<file path="src/rtl/pc_pkg.sv">
// Shared definitions for the program-counter unit.
//   pc_sel_e : next-PC source select produced by the top-level decode
//   DEFAULT_* : default parameter values for pc_unit
package pc_pkg;

  localparam int unsigned DEFAULT_WIDTH        = 16;
  localparam int unsigned DEFAULT_INC          = 2;
  localparam int unsigned DEFAULT_SHIFT        = 1;
  localparam int unsigned DEFAULT_RESET_VECTOR = 0;
  localparam int unsigned DEFAULT_RAS_DEPTH    = 4;

  typedef enum logic [2:0] {
    SEL_HOLD,
    SEL_INC,
    SEL_BR,
    SEL_JMP,
    SEL_RET
  } pc_sel_e;

endpackage

</file>
<file path="src/rtl/pc_ras.sv">
// Circular return-address stack with sticky overflow/underflow flags.
// A push into a full stack overwrites the oldest entry; a pop from an empty
// stack leaves the stack untouched and only raises the underflow flag.
//   clock, reset   : rising-edge clock, synchronous active-high reset
//   push, pop      : one-cycle requests (caller guarantees not both at once)
//   push_data      : address to store on push
//   top            : most recently pushed entry (valid when !empty)
//   empty          : no entries held
//   overflow       : sticky, push while full
//   underflow      : sticky, pop while empty
module pc_ras
  import pc_pkg::*;
#(
  parameter int unsigned WIDTH = DEFAULT_WIDTH,
  parameter int unsigned DEPTH = DEFAULT_RAS_DEPTH
) (
  input  logic             clock,
  input  logic             reset,
  input  logic             push,
  input  logic             pop,
  input  logic [WIDTH-1:0] push_data,
  output logic [WIDTH-1:0] top,
  output logic             empty,
  output logic             overflow,
  output logic             underflow
);

  localparam int unsigned PW = $clog2(DEPTH);
  localparam int unsigned CW = PW + 1;

  logic [WIDTH-1:0] mem [DEPTH];
  logic [PW-1:0]    wr_ptr;
  logic [CW-1:0]    count;
  logic             full;

  assign full  = (count == CW'(DEPTH));
  assign empty = (count == '0);
  // wr_ptr points at the next free slot; the top lives one below, modulo DEPTH.
  assign top   = mem[wr_ptr - PW'(1)];

  // Pointer, occupancy and sticky flags.
  always_ff @(posedge clock) begin
    if (reset) begin
      wr_ptr    <= '0;
      count     <= '0;
      overflow  <= 1'b0;
      underflow <= 1'b0;
    end else if (push) begin
      wr_ptr <= wr_ptr + PW'(1);
      if (full) begin
        overflow <= 1'b1;
      end else begin
        count <= count + CW'(1);
      end
    end else if (pop) begin
      if (empty) begin
        underflow <= 1'b1;
      end else begin
        wr_ptr <= wr_ptr - PW'(1);
        count  <= count - CW'(1);
      end
    end
  end

  // Entry storage; contents need no reset since count gates their use.
  always_ff @(posedge clock) begin
    if (push && !reset) begin
      mem[wr_ptr] <= push_data;
    end
  end

endmodule

</file>
<file path="src/rtl/pc_unit.sv">
// Program-counter unit: PC register plus next-PC selection for the fetch stage.
// Optional feature macro: PC_RAS_EN (internal return-address stack).
//   clock, reset        : rising-edge clock, synchronous active-high reset
//   stall               : hold PC and all state this cycle
//   signext             : sign-extended branch offset in instruction words
//   branch / branch_ne  : beq / bne, qualified by alu_zero (beq wins if both)
//   jump, call, ret     : absolute jump, call with link, return
//   jump_target         : absolute target for jump/call
//   ret_target          : register-supplied return address
//   pc                  : current PC (registered)
//   pc_next             : value pc takes at the next edge (combinational)
//   link_addr           : pc+INC (combinational), writeback value for call
//   ras_overflow/underflow : sticky stack flags (0 without PC_RAS_EN)
module pc_unit
  import pc_pkg::*;
#(
  parameter int unsigned WIDTH        = DEFAULT_WIDTH,
  parameter int unsigned INC          = DEFAULT_INC,
  parameter int unsigned SHIFT        = DEFAULT_SHIFT,
  parameter int unsigned RESET_VECTOR = DEFAULT_RESET_VECTOR,
  parameter int unsigned RAS_DEPTH    = DEFAULT_RAS_DEPTH
) (
  input  logic             clock,
  input  logic             reset,
  input  logic             stall,
  input  logic [WIDTH-1:0] signext,
  input  logic             branch,
  input  logic             branch_ne,
  input  logic             alu_zero,
  input  logic             jump,
  input  logic             call,
  input  logic             ret,
  input  logic [WIDTH-1:0] jump_target,
  input  logic [WIDTH-1:0] ret_target,
  output logic [WIDTH-1:0] pc,
  output logic [WIDTH-1:0] pc_next,
  output logic [WIDTH-1:0] link_addr,
  output logic             ras_overflow,
  output logic             ras_underflow
);

  localparam logic [WIDTH-1:0] RV    = WIDTH'(RESET_VECTOR);
  localparam logic [WIDTH-1:0] INC_W = WIDTH'(INC);

  if (RAS_DEPTH < 2 || (RAS_DEPTH & (RAS_DEPTH - 1)) != 0) begin : g_bad_ras_depth
    $error("pc_unit: RAS_DEPTH must be a power of 2 and at least 2");
  end

  logic [WIDTH-1:0] pc_inc;
  logic [WIDTH-1:0] br_target;
  logic [WIDTH-1:0] ret_dest;
  logic             br_taken;
  pc_sel_e          sel;

  // Sequential and branch targets; all arithmetic wraps modulo 2^WIDTH.
  assign pc_inc    = pc + INC_W;
  assign br_target = pc_inc + (signext << SHIFT);
  assign link_addr = pc_inc;

  // beq takes precedence: when branch is set, branch_ne is not consulted.
  assign br_taken = branch ? alu_zero : (branch_ne & ~alu_zero);

  // Next-PC source priority: stall > ret > call/jump > taken branch > increment.
  always_comb begin
    sel = SEL_INC;
    if (stall) begin
      sel = SEL_HOLD;
    end else if (ret) begin
      sel = SEL_RET;
    end else if (call || jump) begin
      sel = SEL_JMP;
    end else if (br_taken) begin
      sel = SEL_BR;
    end
  end

  // Next-PC mux; reset overrides everything.
  always_comb begin
    pc_next = pc_inc;
    if (reset) begin
      pc_next = RV;
    end else begin
      case (sel)
        SEL_HOLD: pc_next = pc;
        SEL_RET:  pc_next = ret_dest;
        SEL_JMP:  pc_next = jump_target;
        SEL_BR:   pc_next = br_target;
        default:  pc_next = pc_inc;
      endcase
    end
  end

  // PC register.
  always_ff @(posedge clock) begin
    if (reset) begin
      pc <= RV;
    end else begin
      pc <= pc_next;
    end
  end

`ifdef PC_RAS_EN
  logic [WIDTH-1:0] ras_top;
  logic             ras_empty;
  logic             do_push;
  logic             do_pop;

  // A stalled call/ret has no side effect; ret suppresses a simultaneous call.
  assign do_push = call & ~ret & ~stall;
  assign do_pop  = ret & ~stall;

  pc_ras #(
    .WIDTH (WIDTH),
    .DEPTH (RAS_DEPTH)
  ) u_ras (
    .clock     (clock),
    .reset     (reset),
    .push      (do_push),
    .pop       (do_pop),
    .push_data (pc_inc),
    .top       (ras_top),
    .empty     (ras_empty),
    .overflow  (ras_overflow),
    .underflow (ras_underflow)
  );

  // Empty stack falls back to the register-supplied address.
  assign ret_dest = ras_empty ? ret_target : ras_top;
`else
  assign ret_dest      = ret_target;
  assign ras_overflow  = 1'b0;
  assign ras_underflow = 1'b0;
`endif

endmodule

</file>
<file path="config.mk">
export PLATFORM = sky130hd
export DESIGN_NAME = pc_unit
export DESIGN_NICKNAME = d
export VERILOG_FILES = /design/src/rtl/pc_pkg.sv /design/src/rtl/pc_ras.sv /design/src/rtl/pc_unit.sv
export SDC_FILE = /design/constraint.sdc
export NUM_CORES = 1
export LEC_CHECK = 0
export ABC_AREA = 1
export CORE_UTILIZATION = 37
export CTS_CLUSTER_SIZE = 20
export DETAILED_ROUTE_END_ITERATION = 7
export GPL_TIMING_DRIVEN = 0
export PLACE_DENSITY = 0.78
export SETUP_SLACK_MARGIN = 0.15
export SYNTH_ARGS = -nofsm -noshare
export SYNTH_HDL_FRONTEND = slang
export SYNTH_SLANG_ARGS = --single-unit
</file>
<file path="constraint.sdc">
create_clock -name clock -period 2.85 [get_ports clock]
set_input_delay 0.57 -clock clock [delete_from_list [all_inputs] [get_ports clock]]
set_output_delay 0.57 -clock clock [all_outputs]
set_load 0.01 [all_outputs]
</file>
After elaboration in Yosys (flattened, before gate mapping)

Cells that the tools add are included.
W data, S select, Z words.

Reductions and logical operators: 2
Multiplexer cells: 7
$add $sub $neg: 2
Bitwise operators: 2
Equal/unequal tests: 3

Operators by type and width:

| cell                    | number |
|---|---|
| $pmux W16 S4            | 1 |
| $add A16 B16 Y16        | 1 |
| $add A16 B2 Y16 const B | 1 |
| $mux W16                | 1 |
| $eq A3 B2 Y1 const B    | 2 |
| $mux W3                 | 2 |
| $mux W2                 | 2 |
| $eq A3 B3 Y1 const B    | 1 |
| $logic_not A3 Y1        | 1 |
| $and A1 B1 Y1           | 1 |
| $logic_or A1 B1 Y1      | 1 |
| $mux W1                 | 1 |
| $not A1 Y1              | 1 |

Output and inout port bits: 50
Register bits after elaboration: 16
Word-level logic and storage cells: 17

Depth between registers and ports, before layout

Depth in word-level cells: 10
Gate-level depth with buffers: 19
Mapped depth without buffers: 19

Worst setup path before layout

Ideal clock, no wire load.

Kind: reg2out
From: register pc[2]
To: output port pc_next[15]
Buffers on the path: 0
Cell stages (with the launch flop): 17
Slack: -219 ps
Arrival time: 2499 ps
Path through: dfxtp_1 -> ha_1 -> nand3_2 -> nor2_4 -> nand2_2 -> inv_2 -> nand2_1 -> xor2_1 -> ha_1 -> nand2_1 -> nor2_1 -> and2_1 -> nand2_1 -> nand2_1 -> nand3_2 -> nand3_2 -> a21oi_1

Longest elaborated chain between the ends: 4

Ends and longest elaborated chain:

| what                     | line          | RTL |
|---|---|---|
| start: declaration       | pc_unit.sv:35 | `output logic [WIDTH-1:0] pc,` |
| start signal: assignment | pc_unit.sv:98 | `pc <= pc_next;` |
| $add A16 B2 Y16          | pc_unit.sv:56 | `assign pc_inc = pc + INC_W;` |
| named net link_addr[13]  | pc_unit.sv:37 | `output logic [WIDTH-1:0] link_addr,` |
| $add A16 B16 Y16         | pc_unit.sv:57 | `assign br_target = pc_inc + (signext << SHIFT);` |
| $pmux W16 S4             | pc_unit.sv:83 | `case (sel)` |
| $mux W16                 | pc_unit.sv:80 | `if (reset) begin` |
| end: declaration         | pc_unit.sv:36 | `output logic [WIDTH-1:0] pc_next,` |

The timed path passes the listed nets, and every way through them passes these cells.

Worst setup path after layout

From: register pc[2]
To: output port pc_next[12]

Longest elaborated chain between the ends: 4

Ends and longest elaborated chain:

| what                | line |
|---|---|
| $add A16 B2 Y16 (*) | pc_unit.sv:56 |
| $add A16 B16 Y16    | pc_unit.sv:57 |
| $pmux W16 S4 (*)    | pc_unit.sv:83 |
| $mux W16 (*)        | pc_unit.sv:80 |

Mark *: on every way between the ends. The rest lies on a longest branch, timed or not.

==> results.txt <==
sequential area share after synthesis - 0.1504
fin util - 0.7742
multi-input logic area - 2195 um^2
met3 Usage GRT - 0.06118
LEAKAGE - 1.904 nW
family with the most delay on the worst path - simple AND/OR/NAND/NOR gates
CP bufs+invs - 3
R2R setup slack - 0.38 ns
Mapped Cells - 355
Congestion Overflow GR - 0
Post-synth top flop - dfxtp_1
# placed instances - 531
drc violations - 0
worst path cell trace - ha_4, nand3_4, nor2_4, nand2_4, xor2_2, clkinv_2, ha_4, a21oi_4, buf_4, o21a_1, nand2_1, nand2_1, nand3_2, a21oi_2, buf_2
antenna violations before repair - 0
CTS root buf - clkbuf_8
Synth area leaders - nand2_1 17%, dfxtp_1 15%, a21oi_1 9.4%
clock share of power - 0.163
fin crit share - 1.145
GR Util met2 - 0.5522
via count - 3300
core outline area - 5540 um^2
Syn Std Cell Area - 2130 um^2
Hold EP - pc[0]
critical path launch point type - register
clk_skew - 0.001148 ns
Crit Path Class - reg -> out
violated checks - setup timing
top cell type's share of synthesized area - 0.1657
Die ar. - 6063 um^2
DR pass1 iterations - 5
post-synthesis cell type count - 36
fillers - 389
Hold Path Depth - 2
starting density of the core - 0.3844
Layout Cells excl Fill - 589
crit-path max FO - 5
Synth area leader - nand2_1
first-pass GRT wire length - 14690 um
max reg flops - 16
Worst VDD drop - 228.9 uV
placed cell areas - 3408 um^2
routed wire length - 10060 um
clock transition at the registers of the reported paths - 0.07 ns
GRT Total Usage - 0.3112
hold crit path type - reg -> reg
r2r startpoint - pc[2]
FP Rows - 27
cts bufs inserted - 3
routed len/inst - 17.07 um
Synth Register Bits - 16
Sequential Power Share - 0.228
combinational share of power - 0.610
Pwr Density - 276.0 nW/um^2
Via density - 5.603
Worst Min Path Start - pc[0]
CP max-delay cell - dfxtp_4
worst skew pair latency - 0.26 ns
# clock sinks - 16
Post-synth EDFFs - 0
total negative slack - -3.413 ns
GPL Wtd Cong - 0.8965
CTS max path bufs - 2
most frequent cells after synthesis - 94 x nand2_1, 40 x a21oi_1, 34 x inv_1
Hold Vio Cnt, Final - 0
max-slew violation count - 0
status - complete, but fails checks
Max stage delay on crit path - 0.39 ns
RSZ-0062 raised after global routing - yes
gr busiest metal - met2
P_sw - 479.3 uW
vias in the first global route - 3097
RR Endpoint - pc[15]
Syn Area/Cell - 5.999 um^2
die width - 77.87 um
Final nets - 592
Internal Power - 704.6 uW
reg2reg path depth - 17
layout cells sized above 1 - 0.4255
io pins - 107
largest net degree at the start of global routing - 11
FF/Latch Area - 342.8 um^2
Die Y-Extent - 77.87 um
H-tree depth - 1
Detail Placement HPWL - 6334 um
ANT cells - 0
Crit. End Element - output pin
Crit path arrival time - 2.69 ns
fmax - 306.6 MHz
largest registers - pc: 16 flops
Final WS setup - -0.4119 ns
Max Cap Viol - 0
Starting DRT DRC Count - 218
grt met1 use - 0.3552
Net Sw Frac - 0.4049
final setup vio count - 11
Critical Path RT - 2.28 ns
PortBufs - 103
DRT antenna net count - 0
final hold slack - 0.6077 ns
most frequent cell after synthesis - nand2_1
crit path time final - 3.262 ns
largest reg by FF count - pc
share of flip-flops with an asynchronous set or reset - 0
Area Growth Syn to Fin - 101.4%
fin area - 4289 um^2
CTS tree - built
Yosys warning count - 0
[layout make-up]
| type | instances | share of cell area |
|---|---|---|
| Sequential cell | 16 | 0.07993 |
| Tap cell | 72 | 0.02100 |
| Inverter | 44 | 0.03996 |
| Clock inverter | 1 | 0.0008751 |
| Clock buffer | 3 | 0.009627 |
| Buffer | 10 | 0.01867 |
| Multi-Input combinational cell | 286 | 0.5117 |
| Timing Repair Buffer | 157 | 0.3183 |
[per-layer routing]
metal  wire [um]  part of all wire  vias to the layer above
li1            -                 -                     1535
met3         852             0.085                       41
met4         385             0.038                        0
met2        4925              0.49                      209
met1        3893              0.39                     1515
met5           0                 0                        -
[worst max path at each step]
| stage | to | slack [ns] | startpoint | cells after the start |
|---|---|---|---|---|
| floorplan | pc_next[15] | 0.01 | pc[2] | 17 |
| global placement | pc_next[9] | -0.78 | signext[0] | 12 |
| detailed placement | pc_next[13] | -0.80 | signext[0] | 14 |
| CTS | pc_next[12] | -0.38 | pc[1] | 16 |
| global route | pc_next[13] | -0.55 | pc[2] | 17 |
| finish | pc_next[12] | -0.41 | pc[2] | 15 |
[worst min-delay path, cell delays in order (launching register included)]
cell and delay, ns:
dfxtp_1 0.33, o21ai_0 0.13, a31oi_1 0.10
[timing repair]
| item | 4_1_cts | 5_1_grt |
|---|---|---|
| endpoints found under the setup margin | 17 | 20 |
| setup buffers | 39 | 15 |
| endpoints found under the hold margin | 0 | 0 |
| resized for setup | 142 | 57 |
| pin swaps | 38 | 36 |
| hold buffers | 0 | 0 |
[power by group through the flow]
stage	clock (mW)	sequential [mW]	combinational, mW
floorplan	0	0.273	0.278
global placement	0	0.271	0.524
detailed placement	0	0.271	0.533
CTS	0.198	0.268	0.638
global route	0.202	0.271	0.771
finish	0.192	0.269	0.722
[cell families (layout without fill, tap and decap cells)]
logic type	Yosys count	in the layout	share of synthesized area
AND/OR/NAND/NOR	155	155	0.3296
AO/OA/AOI/OAI	107	107	0.2861
buffers and inverters	54	215	0.1081
adder cells (fa/ha/maj)	17	17	0.1034
flip-flops	16	16	0.1504
XOR/XNOR	5	5	0.02056
other	1	2	0.001761
[through the flow]
stage / power (mW) / setup WS (ns)
floorplan: 0.5514 / 0.01398
global placement: 0.7954 / -0.7821
detailed placement: 0.8039 / -0.8006
CTS: 1.103 / -0.3789
global route: 1.245 / -0.5462
finish: 1.184 / -0.4119
[placed cells by master (no fill, tap or decap), types with 7 or more instances in the layout]
cell type	Yosys	layout
buf_2	4	18
a31oi_1	15	15
a21oi_2	0	13
nand2_2	2	20
ha_4	0	15
nand2_1	94	70
buf_4	4	55
a21oi_1	40	22
a211oi_1	7	7
inv_1	34	29
inv_2	9	13
nor2_4	1	7
o21ai_1	12	10
nand3_2	6	9
nor2_1	20	12
o21ai_0	24	17
o21ai_2	3	12
clkdlybuf4s50_1	0	77
No activity file was read; power rests on OpenSTA's default activity.
